===== config.mk =====
export PLATFORM = sky130hd
export DESIGN_NAME = mem_stage
export DESIGN_NICKNAME = d
export VERILOG_FILES = /design/src/rtl/mem_stage_pkg.sv /design/src/rtl/mem_access_fsm.sv /design/src/rtl/mem_stage.sv
export SDC_FILE = /design/constraint.sdc
export NUM_CORES = 1
export LEC_CHECK = 0
export CORE_MARGIN = 10
export CORE_UTILIZATION = 40
export DETAILED_ROUTE_END_ITERATION = 16
export GPL_TIMING_DRIVEN = 1
export PLACE_DENSITY = 0.78
export SLEW_MARGIN = 25
export SYNTH_ARGS = -nofsm -noshare
export SYNTH_HDL_FRONTEND = slang
export SYNTH_HIERARCHICAL = 1
export SYNTH_SLANG_ARGS = --single-unit

===== constraint.sdc =====
create_clock -name clk -period 2.3 [get_ports clk]
set_input_delay 0.345 -clock clk [delete_from_list [all_inputs] [get_ports clk]]
set_output_delay 0.345 -clock clk [all_outputs]
set_load 0.1 [all_outputs]

===== src/rtl/mem_stage_pkg.sv =====
// Shared definitions for the MIPS MEM stage: write-back select codes,
// access FSM encodings and the EX_MEM bundle field positions.
package mem_stage_pkg;

    localparam logic [1:0] MTR_ALU = 2'b00;
    localparam logic [1:0] MTR_MEM = 2'b01;
    localparam logic [1:0] MTR_PC4 = 2'b10;

    typedef enum logic {
        ST_IDLE   = 1'b0,
        ST_ACCESS = 1'b1
    } mem_state_e;

    localparam int EXM_ALU_MSB = 63;
    localparam int EXM_ALU_LSB = 32;
    localparam int EXM_WD_MSB  = 31;
    localparam int EXM_WD_LSB  = 0;

endpackage


===== src/rtl/mem_access_fsm.sv =====
// Data-memory bus handshake: access state, timeout counter, request,
// pipeline stall and bus-error pulse.
//
// state     | meaning
// ST_IDLE   | no bus request outstanding
// ST_ACCESS | DMemValid high, waiting for DMemReady or timeout
import mem_stage_pkg::*;

module mem_access_fsm #(
    parameter int TIMEOUT_CYCLES = 255
) (
    input  logic clk,
    input  logic rst_n,
    input  logic i_start,
    input  logic i_ready,
    output logic o_valid,
    output logic o_stall,
    output logic o_abort,
    output logic o_bus_err
);

    localparam logic [7:0] LP_CNT_LAST = 8'(TIMEOUT_CYCLES - 1);

    mem_state_e r_state;
    mem_state_e w_state_nxt;
    logic [7:0] r_cnt;
    logic [7:0] w_cnt_nxt;
    logic       r_bus_err;
    logic       w_access;
    logic       w_timeout;

    assign w_access  = (r_state == ST_ACCESS);
    // A ready arriving on the last allowed cycle still counts as completion.
    assign w_timeout = w_access & ~i_ready & (r_cnt == LP_CNT_LAST);

    always_ff @(posedge clk or negedge rst_n) begin
        if (!rst_n) begin
            r_state   <= ST_IDLE;
            r_cnt     <= '0;
            r_bus_err <= 1'b0;
        end else begin
            r_state   <= w_state_nxt;
            r_cnt     <= w_cnt_nxt;
            r_bus_err <= w_timeout;
        end
    end

    always_comb begin
        w_state_nxt = r_state;
        w_cnt_nxt   = r_cnt;
        if (i_start) begin
            w_state_nxt = ST_ACCESS;
            w_cnt_nxt   = '0;
        end else begin
            case (r_state)
                ST_IDLE: w_state_nxt = ST_IDLE;
                ST_ACCESS: begin
                    if (i_ready || w_timeout) begin
                        w_state_nxt = ST_IDLE;
                    end else begin
                        w_cnt_nxt = r_cnt + 8'd1;
                    end
                end
                default: w_state_nxt = ST_IDLE;
            endcase
        end
    end

    assign o_valid   = w_access;
    assign o_stall   = w_access & ~i_ready;
    assign o_abort   = w_timeout;
    assign o_bus_err = r_bus_err;

endmodule


===== src/rtl/mem_stage.sv =====
// MEM stage of the 5-stage MIPS pipeline: EX/MEM and MEM/WB registers,
// misalignment check, write-back select and forwarding outputs.
import mem_stage_pkg::*;

module mem_stage #(
    parameter int TIMEOUT_CYCLES = 255
) (
    input  logic        clk,
    input  logic        rst_n,
    input  logic [63:0] EX_MEM,
    input  logic        EX_MemRead,
    input  logic        EX_MemWrite,
    input  logic        EX_RegWrite,
    input  logic [1:0]  EX_MemToReg,
    input  logic [4:0]  EX_WriteRegister,
    input  logic [31:0] EX_PC4,
    input  logic        DMemReady,
    input  logic [31:0] DMemReadData,
    output logic        DMemValid,
    output logic        DMemWrite,
    output logic [31:0] DMemAddr,
    output logic [31:0] DMemWriteData,
    output logic        MEM_Stall,
    output logic        MEM_AddrExc,
    output logic        MEM_BusErr,
    output logic        MEM_RegWrite,
    output logic [4:0]  MEM_WriteRegister,
    output logic [31:0] MEM_RegWriteData,
    output logic        WB_RegWrite,
    output logic [4:0]  WB_WriteRegister,
    output logic [31:0] WB_RegWriteData
);

    logic [31:0] r_alu_out;
    logic [31:0] r_wdata;
    logic        r_mem_read;
    logic        r_mem_write;
    logic        r_reg_write;
    logic [1:0]  r_mtr;
    logic [4:0]  r_wreg;
    logic [31:0] r_pc4;
    logic        r_addr_exc;

    logic        r_wb_reg_write;
    logic [4:0]  r_wb_wreg;
    logic [31:0] r_wb_data;

    logic [31:0] w_ex_alu;
    logic [31:0] w_ex_wd;
    logic        w_ex_mem_op;
    logic        w_misalign;
    logic        w_capture;
    logic        w_start;
    logic        w_valid;
    logic        w_stall;
    logic        w_abort;
    logic [31:0] w_wb_mux;

    assign w_ex_alu    = EX_MEM[EXM_ALU_MSB:EXM_ALU_LSB];
    assign w_ex_wd     = EX_MEM[EXM_WD_MSB:EXM_WD_LSB];
    assign w_ex_mem_op = EX_MemRead | EX_MemWrite;
    assign w_misalign  = w_ex_mem_op & (w_ex_alu[1:0] != 2'b00);
    assign w_capture   = ~w_stall;
    assign w_start     = w_capture & w_ex_mem_op & ~w_misalign;

    mem_access_fsm #(
        .TIMEOUT_CYCLES(TIMEOUT_CYCLES)
    ) u_fsm (
        .clk      (clk),
        .rst_n    (rst_n),
        .i_start  (w_start),
        .i_ready  (DMemReady),
        .o_valid  (w_valid),
        .o_stall  (w_stall),
        .o_abort  (w_abort),
        .o_bus_err(MEM_BusErr)
    );

    always_ff @(posedge clk or negedge rst_n) begin
        if (!rst_n) begin
            r_alu_out   <= '0;
            r_wdata     <= '0;
            r_mem_read  <= 1'b0;
            r_mem_write <= 1'b0;
            r_reg_write <= 1'b0;
            r_mtr       <= MTR_ALU;
            r_wreg      <= '0;
            r_pc4       <= '0;
            r_addr_exc  <= 1'b0;
        end else begin
            r_addr_exc <= w_capture & w_misalign;
            if (w_capture) begin
                r_alu_out   <= w_ex_alu;
                r_wdata     <= w_ex_wd;
                r_mem_read  <= EX_MemRead & ~w_misalign;
                r_mem_write <= EX_MemWrite & ~w_misalign;
                r_reg_write <= EX_RegWrite & ~w_misalign;
                r_mtr       <= EX_MemToReg;
                r_wreg      <= EX_WriteRegister;
                r_pc4       <= EX_PC4;
            end else if (w_abort) begin
                // Aborted op must not be retired by the following non-stall cycle.
                r_mem_read  <= 1'b0;
                r_mem_write <= 1'b0;
                r_reg_write <= 1'b0;
            end
        end
    end

    always_comb begin
        w_wb_mux = r_alu_out;
        case (r_mtr)
            MTR_MEM: w_wb_mux = DMemReadData;
            MTR_PC4: w_wb_mux = r_pc4;
            default: w_wb_mux = r_alu_out;
        endcase
    end

    always_ff @(posedge clk or negedge rst_n) begin
        if (!rst_n) begin
            r_wb_reg_write <= 1'b0;
            r_wb_wreg      <= '0;
            r_wb_data      <= '0;
        end else if (w_stall) begin
            r_wb_reg_write <= 1'b0;
        end else begin
            r_wb_reg_write <= r_reg_write & ~r_mem_write;
            r_wb_wreg      <= r_wreg;
            r_wb_data      <= w_wb_mux;
        end
    end

    assign DMemValid     = w_valid;
    assign DMemWrite     = r_mem_write;
    assign DMemAddr      = r_alu_out;
    assign DMemWriteData = r_wdata;
    assign MEM_Stall     = w_stall;
    assign MEM_AddrExc   = r_addr_exc;

    assign MEM_RegWrite      = r_reg_write & ~w_valid;
    assign MEM_WriteRegister = r_wreg;
    assign MEM_RegWriteData  = (r_mtr == MTR_PC4) ? r_pc4 : r_alu_out;

    assign WB_RegWrite      = r_wb_reg_write;
    assign WB_WriteRegister = r_wb_wreg;
    assign WB_RegWriteData  = r_wb_data;

endmodule


# Word level (Yosys, flattened, before mapping)
# Index checks and enable logic that the tools add are counted.
# Widths: inputs -> output; s select.
[op_classes]
n_bitwise = 16
reduce_logical = 4
n_eq_ne = 5
add_sub_neg = 1
mux = 12
[ops]
columns = ["operator", "count"]
rows = [
  ["$pmux 32 s2", 1],
  ["$mux 32", 1],
  ["$mux 8", 3],
  ["$and 1x1->1", 10],
  ["$add 8x1->8 const B", 1],
  ["$eq 8x8->1 const B", 1],
  ["$mux 1", 6],
  ["$not 1->1", 5],
  ["$ne 2x1->1 const B", 2],
  ["$reduce_bool 2->1", 2],
  ["$eq 2x1->1 const B", 1],
  ["$eq 2x2->1 const B", 1],
  ["$pmux 1 s2", 1],
  ["$reduce_and 2->1", 1],
  ["$logic_or 1x1->1", 1],
  ["$or 1x1->1", 1],
]
[totals]
wordCells = 52
regBits = 154
inputBits = 141
output_inout_bits = 145

# Longest topological paths before layout
# Gate-level depths: netlist of the first run.
[depth]
ltp_word = 7
depth_mapped = 8
depth_no_buf = 6

# By module
# Netlist of the first run, hierarchy kept.
[modules_own_cells]
columns = ["module", "seq_area_each_um2", "cells_per_inst", "n_inst", "area_each_um2"]
rows = [
  ["mem_stage", 3603.5, 532, 1, 6632.6],
  ["mem_access_fsm", 250.2, 52, 1, 541.8],
]

# Least setup slack after synthesis of the first run
# Ideal clock, no wire load.
[synth_path]
kind = "register to output"
from = "reg r_alu_out[0] (netlist: DMemAddr[0])"
to = "out MEM_RegWriteData[0]"
path_buffers = 0
path_slack_ns = -1.185
arrival_time_ns = 3.140
required_ns = 1.955
path_stages_with_launch = 3
path_cell_list = "dfrtp_1 inv_1 o21ai_0"
[synth_via]
elab_chain_len = 1
[synth_lines]
columns = ["element", "line_no", "text"]
rows = [
  ["start, declared", "mem_stage.sv:34", "logic [31:0] r_alu_out;"],
  ["start signal, assigned", "mem_stage.sv:93", "r_alu_out <= w_ex_alu;"],
  ["$mux 32", "mem_stage.sv:142", "assign MEM_RegWriteData = (r_mtr == MTR_PC4) ? r_pc4 : r_alu_out;"],
  ["end, declared", "mem_stage.sv:28", "output logic [31:0] MEM_RegWriteData,"],
]
# Every way passes these cells.

# Worst setup path in the final report of the first run
[layout_path]
from = "reg r_mtr[0]"
to = "out MEM_RegWriteData[9]"
[layout_via]
elab_chain_len = 2
[layout_lines]
columns = ["element", "line_no", "text"]
rows = [
  ["start, declared", "mem_stage.sv:39", "logic [1:0] r_mtr;"],
  ["start signal, assigned", "mem_stage.sv:98", "r_mtr <= EX_MemToReg;"],
  ["$eq 2x2->1", "mem_stage.sv:142", ""],
  ["$mux 32", "mem_stage.sv:142", ""],
]
# Every way passes these cells.

==> flow_summary.yaml, run 1 <==
status:
  status: "finished clean"
routing:
  drcViolationCount: 0
  drtIter0Drc: 262
  vias_per_cell: 5.071
  wl_per_cell_um: 19.66
  antenna_left: 0
  routed_wirelength_um: 21900
  vias: 5649
  first_pass_iters: 5
sta:
  fin_hold_ws_ps: 405.7
  drv_slew: 0
  finalClockSkew_ps: 10.96
  timing.fmax_mhz: 455.3
  finalHoldViolCount: 0
  finalCritPeriodShare: 0.9550
  worst_slack_ps: 103.6
  max_slew_margin: 0.6552
  fin_crit_ps: 2196
  setup_viol: 0
  max_slew.worst_pin.slew_ps: 504.2
  rsz0062_at_grt: "false"
floorplan:
  core_um2: 17420
  start_util: 0.4119
  io_pins: 286
  core.rowCount: 48
  dieArea_um2: 23690
  die_h_um: 153.9
  chipWidth_um: 153.9
synth:
  async_flop_share: 1.000
  ys_warn_count: 6
  synth_cell_types: 36
  synth_cells: 584
  avgSynthCellArea_um2: 12.28
  syn-num-nets: 729
  synth_edf_count: 0
  ys_ff_latch: 154
  synthFlopType: "dfrtp_1"
  synth-seq-area-share: 0.5371
  syn_area_um2: 7174
power:
  power_density_nw_per_um2: 988.3
  p_leak_nw: 4.900
  ir_drop_v: 0.0005434
worst_setup_path:
  crit_arrival_ps: 1850
  start_kind: "flip-flop"
  worstSetupPathType: "reg2out"
  critical_path.max_fanout: 25
  worstPathRequired_ps: 1960
  reg2reg_setup_slack_ps: 430
  critPathCaptureType: "primary output"
cells_and_area:
  nFillCells: 1376
  layout-drive-gt1-share: 0.4308
  fin_util: 0.6440
  final_nets: 1021
  diodes: 0
  syn2layout_area_growth_pct: 56.35
clocking:
  cts_htree_levels: 4
  cts_resized: 0
  cts_made_buffers: 17
  clk_path_buf_depth: 2
  postCtsSetupRepairBufs: 0
  clkTransAtPathRegs_ps: 70
  cts_tree: "yes"
  cts.sink_count: 154
  cts_root_buf: "clkbuf_16"
  clk_latency_ps: 420
run:
  cap_violations: 0
global_routing:
  grt_pass1_vias: 5962
  grtUsageTotal: 0.1801
  antenna_found_initial: 0
  grt_max_degree: 46
  grt_pass1_wl_um: 34460
  overflow: 0
placed_design:
  portBuffers: 285
  hpwl_um: 16710
  pre_cts_ws_ps: 158.4
  gp_congestion: 0.8110
worst_hold_path:
  hp-class: "in2async"
-- critical path, cell delays in order (launching register included) --
cell     delay (ps)
dfrtp_1         390
inv_1            60
ha_2            270
buf_12          210
nand2_1         100
o21ai_1         170
buf_12          210
-- routing by layer --
layer,up-vias,share of wire,global-route usage
li1,2665,-,-
met1,2768,0.41,0.2164
met2,195,0.51,0.3022
met3,21,0.062,0.05272
met4,0,0.017,0.05983
met5,-,0,0
-- final timing paths --
check                                           start                        endpoint  cells after the start
hold / removal                                  rst_n  WB_RegWriteData[7]$_DFFE_PN0N_                      2
max in group asynchronous                       rst_n        DMemAddr[18]$_DFFE_PN0N_                      3
setup / recovery                 r_mtr[0]$_DFFE_PN0N_             MEM_RegWriteData[9]                      6
min in group clk                DMemWrite$_DFFE_PN0P_           WB_RegWrite$_DFF_PN0_                      1
hold reg to reg                 DMemWrite$_DFFE_PN0P_           WB_RegWrite$_DFF_PN0_                      1
setup reg to reg           u_fsm/r_cnt[0]$_DFFE_PN0P_      u_fsm/r_cnt[5]$_DFFE_PN0P_                      5
-- metrics by stage --
step | std cells | total power, mW | area [um^2] | TNS (ps)
6_report | 1114 | 11.09 | 11220 | 0
5_1_grt | 1114 | 11.51 | 11220 | 0
3_3_place_gp | 1080 | 8.219 | 10580 | 0
3_5_place_dp | 1080 | 8.268 | 10580 | 0
2_1_floorplan | 584 | 6.802 | 7333 | -5332
4_1_cts | 1113 | 11.18 | 11190 | 0
-- power breakdown --
group	internal, mW	switching (mW)	leakage [nW]
registers	3.05	0.233	1.82
logic	1.41	3.50	2.79
clock network	1.65	1.24	0.292
-- cell usage in the layout (no fill, tap or decap), drive strengths merged, types with 5 or more instances in the layout --
cell type	instances
buf	173
dfrtp	154
clkdlybuf4s50	139
mux2	112
inv	78
nand2	34
nor3b	33
a211oi	32
a221oi	32
o21ai	32
clkbuf	18
nor2	7
nor2b	5
-- timing repair --
action,CTS,global route
hold buffers,1,0
endpoints found under the setup margin,0,3
hold endpoints to repair,36,0
-- cell families (layout without fill, tap and decap cells) --
kind of cell | count (synthesis) | in the layout | share of synthesized area
buffers and inverters | 111 | 416 | 0.07063
muxes | 112 | 112 | 0.1758
AOI/OAI and AO/OA | 107 | 107 | 0.1331
adders and majority gates | 4 | 4 | 0.006976
and+or+nand+nor | 96 | 96 | 0.07639
DFF | 154 | 154 | 0.5371
-- synthesized netlist by cell type (2+ instances only) --
| cell type | n | area, um^2 |
|---|---|---|
| a21oi_1 | 2 | 10.01 |
| o21ai_0 | 32 | 160.2 |
| ha_1 | 4 | 50.05 |
| buf_2 | 17 | 85.08 |
| nor3b_1 | 33 | 247.7 |
| nor2b_1 | 5 | 31.28 |
| nor2_1 | 7 | 26.28 |
| inv_1 | 70 | 262.8 |
| a211oi_1 | 32 | 240.2 |
| buf_4 | 17 | 127.6 |
| nor3_1 | 4 | 20.02 |
| nand4_1 | 2 | 12.51 |
| clkbuf_1 | 6 | 22.52 |
| a221oi_2 | 30 | 450.4 |
| nor4_1 | 3 | 18.77 |
| a221oi_1 | 2 | 17.52 |
| mux2_2 | 112 | 1261 |
| dfrtp_1 | 154 | 3854 |
| nand2_1 | 34 | 127.6 |
| a41oi_1 | 2 | 17.52 |
-- final cells by class --
class	count	area, um^2	area share
Clock buffer	17	425.4	0.03793
Clock inverter	15	178.9	0.01595
Inverter	70	266.5	0.02376
Multi-Input combinational cell	319	2953	0.2632
Sequential cell	154	3857	0.3439
Tap cell	225	281.5	0.02510
Timing Repair Buffer	314	3254	0.2901
-- state kept, by name, summed over array words and instances (netlist names) --
name and count:
DMemAddr 32, DMemWriteData 32, WB_RegWriteData 32, r_pc4 32, u_fsm/r_cnt 8, MEM_WriteRegister 5, WB_WriteRegister 5, r_mtr 2
DMemWrite 1, MEM_AddrExc 1, WB_RegWrite 1, r_reg_write 1, u_fsm/o_bus_err 1, u_fsm/o_valid 1
(Power assumes the default switching activity.)
==> inputs of run 2 (changes only) <==
CORE_MARGIN = 1.5   (was 10)
==> flow_summary.yaml, run 2 (same netlist as run 1, synthesis figures left out) <==
placed_design:
  hpwl_um: 13980
  portBuffers: 285
  gp_congestion: 0.8538
global_routing:
  grt_max_degree: 65
  grtUsageTotal: 0.2106
  grt_pass1_wl_um: 30210
  overflow: 0
  antenna_found_initial: 1
  grt_pass1_vias: 5691
routing:
  antenna_left: 0
  routed_wirelength_um: 19460
  vias_per_cell: 5.191
  wl_per_cell_um: 17.58
  drtIter0Drc: 242
  drcViolationCount: 0
  first_pass_iters: 5
  vias: 5746
clocking:
  cts_root_buf: "clkbuf_16"
  cts_resized: 0
  cts_tree: "yes"
  cts_htree_levels: 4
  cts_made_buffers: 17
  clkTransAtPathRegs_ps: 60
  cts.sink_count: 154
  clk_latency_ps: 420
  clk_path_buf_depth: 2
worst_setup_path:
  start_kind: "flip-flop"
  crit_arrival_ps: 1800
  worstPathRequired_ps: 1960
  max_stage_delay_ps: 390
  worstSetupPathType: "reg2out"
  reg2reg_setup_slack_ps: 430
  worstRegToRegCells: 5
  worst-path-buf-inv: 3
  r2r_start: "u_fsm/r_cnt[0]$_DFFE_PN0P_"
  crit_chain: "inv_1 -> ha_4 -> buf_12 -> nand2_1 -> o21ai_1 -> buf_12"
  critPathCaptureType: "primary output"
  slowest_stage: "dfrtp_1"
  crit_top_cell: "buf_12"
  critical_path.max_fanout: 29
  critPathTopFamily: "buffers and inverters"
  r2r-end: "u_fsm/r_cnt[7]$_DFFE_PN0P_"
sta:
  setup_tns_ps: 0
  drv_slew: 0
  timing.fmax_mhz: 466.6
  setup_viol: 0
  max_slew.worst_pin.slew_ps: 626.0
  fin_crit_ps: 2143
  max_slew_margin: 0.5719
  rsz0062_at_grt: "false"
  finalCritPeriodShare: 0.9318
  finalClockSkew_ps: 10.09
  finalHoldViolCount: 0
power:
  internal_power_mw: 6.213
  p_leak_nw: 4.857
  clockPowerShare: 0.260
  combPwrFrac: 0.443
  p_sw_frac: 0.4365
  switching_power_mw: 4.812
  power_density_nw_per_um2: 987.3
  ir_drop_v: 0.0006114
  pwr-share-seq: 0.297
floorplan:
  start_util: 0.4119
  core.rowCount: 48
  io_pins: 286
  core_um2: 17420
  die_h_um: 136.9
  dieArea_um2: 18750
  chipWidth_um: 136.9
status:
  status: "finished clean"
cells_and_area:
  fin_util: 0.6412
  layout-drive-gt1-share: 0.4240
  final_cell_mix: "dfrtp_1 (153), clkdlybuf4s50_1 (139), buf_4 (124)"
  final_common_cell: "dfrtp_1"
  final_nets: 1015
  syn2layout_area_growth_pct: 55.65
  diodes: 0
worst_hold_path:
  hp-class: "in2async"
run:
  cap_violations: 0
-- run 2: cell types whose count changed in the layout (fill, tap and decap cells not counted), moves of 2 or more --
| cell | delta |
|---|---|
| clkbuf_8 | +2 |
| inv_8 | -3 |
| inv_6 | -5 |
| buf_4 | -6 |
| clkinvlp_4 | +2 |
| clkbuf_1 | +2 |
-- run 2: repair_timing --
item,in CTS,in global routing
hold buffers,1,0
setup endpoints to repair,17,9
buffers inserted,1,1
hold endpoints to repair,33,0
-- run 2: worst max-delay path by stage --
stage / slack, ps / depth (start not counted) / to / startpoint
2_1_floorplan: -440 / 2 / MEM_RegWriteData[18] / DMemAddr[18]$_DFFE_PN0N_
3_3_place_gp: 240 / 6 / u_fsm/r_cnt[7]$_DFFE_PN0P_ / DMemReady
3_5_place_dp: 160 / 6 / u_fsm/r_cnt[5]$_DFFE_PN0P_ / DMemReady
4_1_cts: 9 / 6 / MEM_RegWriteData[18] / r_mtr[0]$_DFFE_PN0N_
5_1_grt: 60 / 6 / MEM_RegWriteData[18] / r_mtr[0]$_DFFE_PN0N_
6_report: 160 / 6 / MEM_RegWriteData[18] / r_mtr[0]$_DFFE_PN0N_
-- run 2: per-stage QoR --
stage	setup slack [ps]	hold slack, ps	cells	total power [mW]	instance area (um^2)
global route	58.23	444.8	1107	11.43	11170
floorplan	-441.2	49.41	584	6.802	7333
finish	156.8	419.6	1107	11.03	11170
CTS	8.975	402.0	1106	11.12	11150
detailed placement	162.2	279.7	1073	8.205	10520
global placement	244.6	281.3	1073	8.159	10520
-- run 2: layout make-up --
class                   instances  area (um^2)
flip-flops and latches        154         3857
well taps                     225        281.5
clock inverters                10        142.6
repair buffers                308         3196
multi-input cells             319         2963
fillers                      1368         6250
inverters                      70        266.5
clock buffers                  21        460.4
-- run 2: routing by layer --
layer  vias up  share of wire  GRT usage
met5         -        0.00067          0
met4         2          0.024    0.07544
met3        34          0.076    0.06407
met2       212           0.50     0.3537
met1      2836           0.40     0.2557
li1       2662              -          -
-- run 2: power groups by stage --
stage	clock [mW]	sequential, mW	combinational (mW)
after CTS	2.94	3.28	4.90
final	2.87	3.27	4.88
after floorplan	0	5.25	1.55
after global routing	3.05	3.32	5.06
after detailed placement	0	3.32	4.88
after global placement	0	3.31	4.85
